## src/rtl/gray_pkg.sv

```systemverilog
// Shared FSM encoding and default sizing for the gray-code step scheduler.
package gray_pkg;

    localparam int GRAY_N  = 8;
    localparam int GRAY_LW = 16;

    typedef enum logic [1:0] {
        ST_IDLE = 2'd0,
        ST_RUN  = 2'd1,
        ST_HOLD = 2'd2,
        ST_DONE = 2'd3
    } state_t;

endpackage

```

## src/rtl/gray2bin.sv

```systemverilog
// Combinational gray-to-binary converter: each binary bit is the XOR of all gray bits at or above it.
module gray2bin #(
    parameter int N = 8
) (
    input  logic [N-1:0] gray,
    output logic [N-1:0] bin
);

    for (genvar i = 0; i < N; i++) begin : g_bit
        assign bin[i] = ^gray[N-1:i];
    end

endmodule

```

## src/rtl/gray_step_sched.sv

```systemverilog
// Burst scheduler that advances a gray-coded counter one step per cycle, with hold, abort and clear.
module gray_step_sched
    import gray_pkg::*;
#(
    parameter int N  = GRAY_N,
    parameter int LW = GRAY_LW
) (
    input  logic          clk,
    input  logic          reset,
    input  logic          start,
    input  logic [LW-1:0] len,
    input  logic          hold,
    input  logic          abort,
    input  logic          clr,
    output logic [N-1:0]  gray,
    output logic [N-1:0]  bin,
    output logic          busy,
    output logic          step,
    output logic          wrap,
    output logic          done,
    output logic          aborted,
    output logic          err
);

    localparam logic [N-1:0]  ONE_N  = N'(1);
    localparam logic [LW-1:0] ONE_LW = LW'(1);

    state_t        state, state_nxt;
    logic [N-1:0]  gray_q;
    logic [N-1:0]  bin_cur;
    logic [N-1:0]  bin_inc;
    logic [N-1:0]  gray_inc;
    logic [N-1:0]  gray_delta;
    logic          gray_ok;
    logic [LW-1:0] remaining;
    logic          do_step;
    logic          do_load;
    logic          do_clr;
    logic          wrap_d;
    logic          done_d;
    logic          abort_d;

    // Only the gray value is stored; the binary view is always derived from it.
    gray2bin #(.N(N)) u_gray2bin (
        .gray (gray_q),
        .bin  (bin_cur)
    );

    assign gray = gray_q;
    assign bin  = bin_cur;

    assign bin_inc    = bin_cur + ONE_N;
    assign gray_inc   = bin_inc ^ (bin_inc >> 1);
    assign gray_delta = gray_q ^ gray_inc;
    assign gray_ok    = (|gray_delta) && ~|(gray_delta & (gray_delta - ONE_N));

    always_ff @(posedge clk or posedge reset) begin
        if (reset) begin
            state <= ST_IDLE;
        end else begin
            state <= state_nxt;
        end
    end

    always_comb begin
        state_nxt = state;
        case (state)
            ST_IDLE: begin
                if (start) begin
                    state_nxt = (len != '0) ? ST_RUN : ST_DONE;
                end
            end
            ST_RUN: begin
                if (abort) begin
                    state_nxt = ST_IDLE;
                end else if (hold) begin
                    state_nxt = ST_HOLD;
                end else if (remaining == ONE_LW) begin
                    state_nxt = ST_DONE;
                end
            end
            ST_HOLD: begin
                if (abort) begin
                    state_nxt = ST_IDLE;
                end else if (!hold) begin
                    state_nxt = ST_RUN;
                end
            end
            ST_DONE: state_nxt = ST_IDLE;
            default: state_nxt = ST_IDLE;
        endcase
    end

    // Abort outranks hold, and hold outranks the step, so a step only happens in a clean RUN cycle.
    always_comb begin
        busy    = (state == ST_RUN) || (state == ST_HOLD);
        do_step = (state == ST_RUN) && !abort && !hold;
        do_load = (state == ST_IDLE) && start && (len != '0);
        do_clr  = (state == ST_IDLE) && clr && !start;
        wrap_d  = do_step && (&bin_cur);
        done_d  = (state == ST_DONE);
        abort_d = busy && abort;
    end

    always_ff @(posedge clk or posedge reset) begin
        if (reset) begin
            gray_q    <= '0;
            remaining <= '0;
            step      <= 1'b0;
            wrap      <= 1'b0;
            done      <= 1'b0;
            aborted   <= 1'b0;
            err       <= 1'b0;
        end else begin
            step    <= do_step;
            wrap    <= wrap_d;
            done    <= done_d;
            aborted <= abort_d;
            if (do_clr) begin
                gray_q <= '0;
            end else if (do_step) begin
                gray_q <= gray_inc;
            end
            if (do_load) begin
                remaining <= len;
            end else if (do_step) begin
                remaining <= remaining - ONE_LW;
            end
            if (do_step && !gray_ok) begin
                err <= 1'b1;
            end
        end
    end

endmodule

```

## config.mk

```make
export PLATFORM = sky130hd
export DESIGN_NAME = gray_step_sched
export DESIGN_NICKNAME = d
export VERILOG_FILES = /design/src/rtl/gray_pkg.sv /design/src/rtl/gray2bin.sv /design/src/rtl/gray_step_sched.sv
export SDC_FILE = /design/constraint.sdc
export NUM_CORES = 1
export LEC_CHECK = 0
export CAP_MARGIN = 20
export CORE_MARGIN = 4
export CORE_UTILIZATION = 38
export DETAILED_ROUTE_END_ITERATION = 8
export REMOVE_ABC_BUFFERS = 1
export SLEW_MARGIN = 20
export SYNTH_ARGS = -nofsm -noshare
export SYNTH_HDL_FRONTEND = slang
export SYNTH_HIERARCHICAL = 1
export SYNTH_SLANG_ARGS = --single-unit
```

## constraint.sdc

```tcl
create_clock -name clk -period 3.6 [get_ports clk]
set_input_delay 0.72 -clock clk [delete_from_list [all_inputs] [get_ports clk]]
set_output_delay 0.72 -clock clk [all_outputs]
set_load 0.02 [all_outputs]
```

Word level (Yosys, flattened, before mapping):

Cells that the tools add are included.

* flip-flop bits (word level): 31
* input port bits: 22
* output and inout port bits: 22
* logic and storage cells: 64

* add/subtract/negate cells: 3
* equality and inequality tests: 7
* mux-type cells: 12
* bitwise gates (word level): 3
* reductions and logical operators: 31

Operators by type and width (number)
* 16-bit 2-to-1 mux: 2
* 16-bit by 1-bit equality test with 1-bit output, second input constant: 1
* 8-bit 2-to-1 mux: 2
* 16-bit nonzero test: 1
* 8-bit OR reduction: 2
* 16-bit by 1-bit subtractor with 16-bit output, second input constant: 1
* 2-bit 2-to-1 mux: 7
* 1-bit logical AND: 10
* 8-bit by 1-bit adder with 8-bit output, second input constant: 1
* 8-bit bitwise AND: 1
* 2-bit case mux with 4 select lines: 1
* 8-bit AND reduction: 1
* 8-bit XOR reduction: 1
* 8-bit by 1-bit subtractor with 8-bit output, second input constant: 1
* 8-bit by 7-bit bitwise XOR with 8-bit output: 1
* 8-bit bitwise XOR: 1
* 7-bit XOR reduction: 1
* 6-bit XOR reduction: 1
* 1-bit logical NOT: 5
* 5-bit XOR reduction: 1
* 2-bit equality test, second input constant: 2
* 4-bit != test, second input constant: 1
* 2-bit nonzero test: 2
* 4-bit XOR reduction: 1
* 8 further kinds: 8

Logic depth before layout (Yosys ltp):

* depth in word-level cells: 11
* gate-level depth with buffers: 12
* mapped depth without buffers: 11

Modules after synthesis:

Netlist, hierarchy kept.

Modules (own cells, without submodules)
* gray_step_sched: instances 1, cells each 247, area an instance 2184.6 sq um
* gray2bin: instances 1, cells each 10, area an instance 125.1 sq um

Worst setup path after synthesis:

Ideal clock, no wire load.

* path type: register -> register
* start: reg gray_q[6] (netlist: gray[6])
* end: reg err
* setup time: 0.092 ns
* arrival: 3.801 ns
* required time: 3.508 ns
* slack: -0.293 ns
* cell stages (with the launch flop): 12
* buffers on the path: 0
* period minus slack after synthesis: 3.893 ns
* cells stage by stage: dfrtp_1 -> xor3_2 -> xnor3_2 -> xor2_1 -> ha_1 -> and4b_2 -> o2111a_1 -> or3_4 -> and3_1 -> o21ai_1 -> a21oi_1 -> o31ai_2

* cells in the longest elaborated chain, start to end: 11
* elaborated cells on any way between the ends: 18
* those cells by class: add/sub (2); bitwise (3); reduce/logical (13)

Ends and longest elaborated chain
* from (decl): RTL line gray_step_sched.sv:29 `logic [N-1:0] gray_q;`
* from (signal assigned): RTL line gray_step_sched.sv:122 `gray_q <= gray_inc;`
* 3-bit XOR reduction (*): RTL line gray2bin.sv:10 `assign bin[i] = ^gray[N-1:i];`
* via bin[5]: RTL line gray_step_sched.sv:16 `output logic [N-1:0] bin,`
* 8-bit by 1-bit adder with 8-bit output (*): RTL line gray_step_sched.sv:52 `assign bin_inc = bin_cur + ONE_N;`
* 8-bit by 7-bit bitwise XOR with 8-bit output (*): RTL line gray_step_sched.sv:53 `assign gray_inc = bin_inc ^ (bin_inc >> 1);`
* 8-bit bitwise XOR (*): RTL line gray_step_sched.sv:54 `assign gray_delta = gray_q ^ gray_inc;`
* 8-bit by 1-bit subtractor with 8-bit output: RTL line gray_step_sched.sv:55 `assign gray_ok = (|gray_delta) && ~|(gray_delta & (gray_delta - ONE_N));`
* 8-bit bitwise AND: RTL line gray_step_sched.sv:55
* 8-bit OR reduction: RTL line gray_step_sched.sv:55
* 1-bit logical NOT: RTL line gray_step_sched.sv:55
* 1-bit logical AND (*): RTL line gray_step_sched.sv:55
* 1-bit logical NOT (*): RTL line gray_step_sched.sv:129 `if (do_step && !gray_ok) begin`
* 1-bit logical AND (*): RTL line gray_step_sched.sv:129
* to (signal assigned): RTL line gray_step_sched.sv:113 `err <= 1'b0;`
* to (signal assigned): RTL line gray_step_sched.sv:130 `err <= 1'b1;`
* to (decl): RTL line gray_step_sched.sv:22 `output logic err`

The timed path passes the listed nets; every way through them passes the cells marked *.
A chain may end at the register's enable or synchronous reset.

Worst setup path after layout:

* start: reg gray_q[6] (netlist: gray[6])
* end: reg err

* cells in the longest elaborated chain, start to end: 11
* elaborated cells on any way between the ends: 18
* those cells by class: add/sub (2); bitwise (3); reduce/logical (13)

Ends and longest elaborated chain (RTL line)
* 8-bit XOR reduction (tied with other cells): gray2bin.sv:10
* 8-bit by 1-bit adder with 8-bit output: gray_step_sched.sv:52
* 8-bit by 7-bit bitwise XOR with 8-bit output: gray_step_sched.sv:53
* 8-bit bitwise XOR (*): gray_step_sched.sv:54
* 8-bit by 1-bit subtractor with 8-bit output: gray_step_sched.sv:55
* 8-bit bitwise AND: gray_step_sched.sv:55
* 8-bit OR reduction: gray_step_sched.sv:55
* 1-bit logical NOT: gray_step_sched.sv:55
* 1-bit logical AND (*): gray_step_sched.sv:55
* 1-bit logical NOT (*): gray_step_sched.sv:129
* 1-bit logical AND (*): gray_step_sched.sv:129

Mark *: on every way between the ends. The rest lies on a longest branch, timed or not.

==> out/results.ini <==
[timing]
min_period_ps=3370
finalCritPeriodShare=0.9361
tightest_slew_ps=914.3
fin_skew_ps=8.281
slew_headroom=0.3904
rsz0062_at_grt=no
drv_slew=0
fmax_mhz=296.7
finalSetupViolCount=0
holdWs_ps=524.9
hold_viol=0

[setup_path]
cp_slowest_cell=xor3_2
r2r_setup_slack_ps=230
ff2ff_path_depth=12
cp_max_fo=8
startpoint=gray[6]
r2r-start=gray[6]
crit_type=reg -> reg
critPathArrivalTime_ps=3560
slowest_delay_ps=480
crit_chain=xor3_2 > xnor3_2 > xnor2_2 > ha_1 > buf_4 > a21boi_0 > o2111a_1 > or3_4 > and3_1 > o21ai_1 > a21oi_1 > o31ai_2
cp.buffers_inverters=1
cp-start-kind=flip-flop
worst_setup_path_end_kind=flip-flop
cp_top_family=XOR/XNOR gates
crit_required_ps=3790
rr_endpoint=err

[grt]
antenna_found_initial=0
track_usage=0.1513
grt_first_pass_wirelength_um=8935
overflow=0
grt_pass1_vias=1855
grt_max_degree=33

[run]
max_cap_violations=0

[cells_and_area]
area_growth_syn_to_layout_pct=26.44
nets=332
final_cell_mix=43 x clkdlybuf4s50_1, 31 x nand2_1, 31 x dfrtp_1
utilization=0.4932
n_antenna_cell=0
stdcell_area_um2=2920
drive_gt1_frac=0.1026
final_common_cell=clkdlybuf4s50_1

[cts]
clk_pin_slew_ps=70
clkLatencyLatePin_ps=280
clock-sinks=31
h-tree-depth=2
cts_root_buffer=clkbuf_8
cts_buffers=5
cts_tree=done
cts_resized=0
cts_hold_buf=0
cts_setup_buffers=0
clock_path_buffers=2

[logic_synthesis]
yosysSeqAreaShare=0.3359
yosys_warnings=6
netlist_area_um2=2310
ys_types=53
syn_avg_cell_area_um2=8.987
synthCells=257
synth_seq_cells=31

[floorplan]
rows=28
die_area_um2=7389
dieWidth_um=85.96
initial_core_util=0.3901
ioPinCount=44
core_um2=5921
die_h_um=85.96

[worst_hold_path]
hold_end=err
min_from=err
hp-class=reg -> reg
min_path_cells=2

[place]
placedInstanceArea_um2=2833
io_buffers=43
hpwlAfterDp_um=4118
gp_congestion=0.8596

[detailed_routing]
vias_per_cell=5.072
vias=1912
drt_wl_total_um=5302
wire_per_inst_um=14.06
antenna_left=0
drc=0
drt-initial-drc-count=86
first_pass_iters=4

[status]
status=complete, no violations

[logic make-up (layout without fill, tap and decap cells)]
group	after synthesis	count (layout)	synth area share
AO/OA/AOI/OAI	55	55	0.1501
XOR/XNOR	43	43	0.2075
adder cells (fa/ha/maj)	8	8	0.04334
buffers and inverters	23	68	0.04766
flip-flops	31	31	0.3359
multiplexers	2	2	0.008668
AND/OR/NAND/NOR	95	95	0.2069
[state kept, by name, indices dropped and copies added, names as in the netlist]
signal and flops:
wrap 1, gray 8, state 2, aborted 1, remaining 16, done 1
err 1, step 1
[routing by layer]
metal | track usage | up-vias | part of all wire
met4 | 0.04460 | 0 | 0.011
met1 | 0.2058 | 901 | 0.50
met2 | 0.2439 | 27 | 0.46
met5 | 0 | - | 0
met3 | 0.02882 | 5 | 0.026
li1 | - | 979 | -
[cell usage after synthesis, drive strengths merged]
cell,instances,share of area
buf,10,0.026
a21o,1,0.0033
a21oi,11,0.024
clkbuf,6,0.010
xnor3,2,0.020
and3,5,0.014
ha,8,0.043
o2111a,1,0.0049
nand2b,4,0.011
o21ai,20,0.043
and4,1,0.0049
xor3,4,0.044
or3,2,0.0076
xor2,13,0.049
or2,2,0.0054
nand3b,1,0.0033
nand3,4,0.0087
o41ai,1,0.0038
and2,4,0.011
o221a,1,0.0049
a221oi,1,0.0038
xnor2,24,0.094
o31ai,2,0.0087
nor2,17,0.028
nand2,31,0.050
a211oi,5,0.016
o22ai,2,0.0054
and4b,1,0.0049
a41oi,1,0.0038
mux2i,2,0.0087
a31oi,3,0.0081
a211o,1,0.0038
nor3,6,0.013
a22oi,1,0.0033
a21boi,4,0.013
inv,7,0.011
dfrtp,31,0.34
nor2b,7,0.019
nand4,3,0.0081
nor4,7,0.019
[how the worst max path moves through the flow]
| stage | endpoint | depth (start not counted) | slack [ps] |
|---|---|---|---|
| 4_1_cts | err | 12 | 230 |
| 2_1_floorplan | err | 11 | -830 |
| 3_3_place_gp | err | 12 | 300 |
| 5_1_grt | err | 12 | 30 |
| 6_report | err | 12 | 230 |
| 3_5_place_dp | err | 12 | 250 |
[cell type report]
| class | instances | area (um^2) |
|---|---|---|
| fillers | 579 | 3000 |
| multi-input cells | 203 | 1424 |
| well taps | 75 | 93.84 |
| inverters | 7 | 26.28 |
| clock buffers | 6 | 82.58 |
| flip-flops and latches | 31 | 775.7 |
| clock inverters | 1 | 5.005 |
| repair buffers | 54 | 513.0 |
[worst min-delay path, cell delays in order, from the launching register on]
cell     delay, ps
dfrtp_1        370
a31oi_1         70
o31ai_2         50
[stage by stage]
stage	TNS [ps]	worst slack, ps	instances
floorplan	-2354	-828.1	241
global placement	0	304.0	370
detailed placement	0	246.4	370
CTS	0	225.1	377
global route	0	28.28	377
finish	0	230.1	377
Power is not shown: default switching activity piles up to over one toggle a cycle in this logic, so the estimate is an artifact.
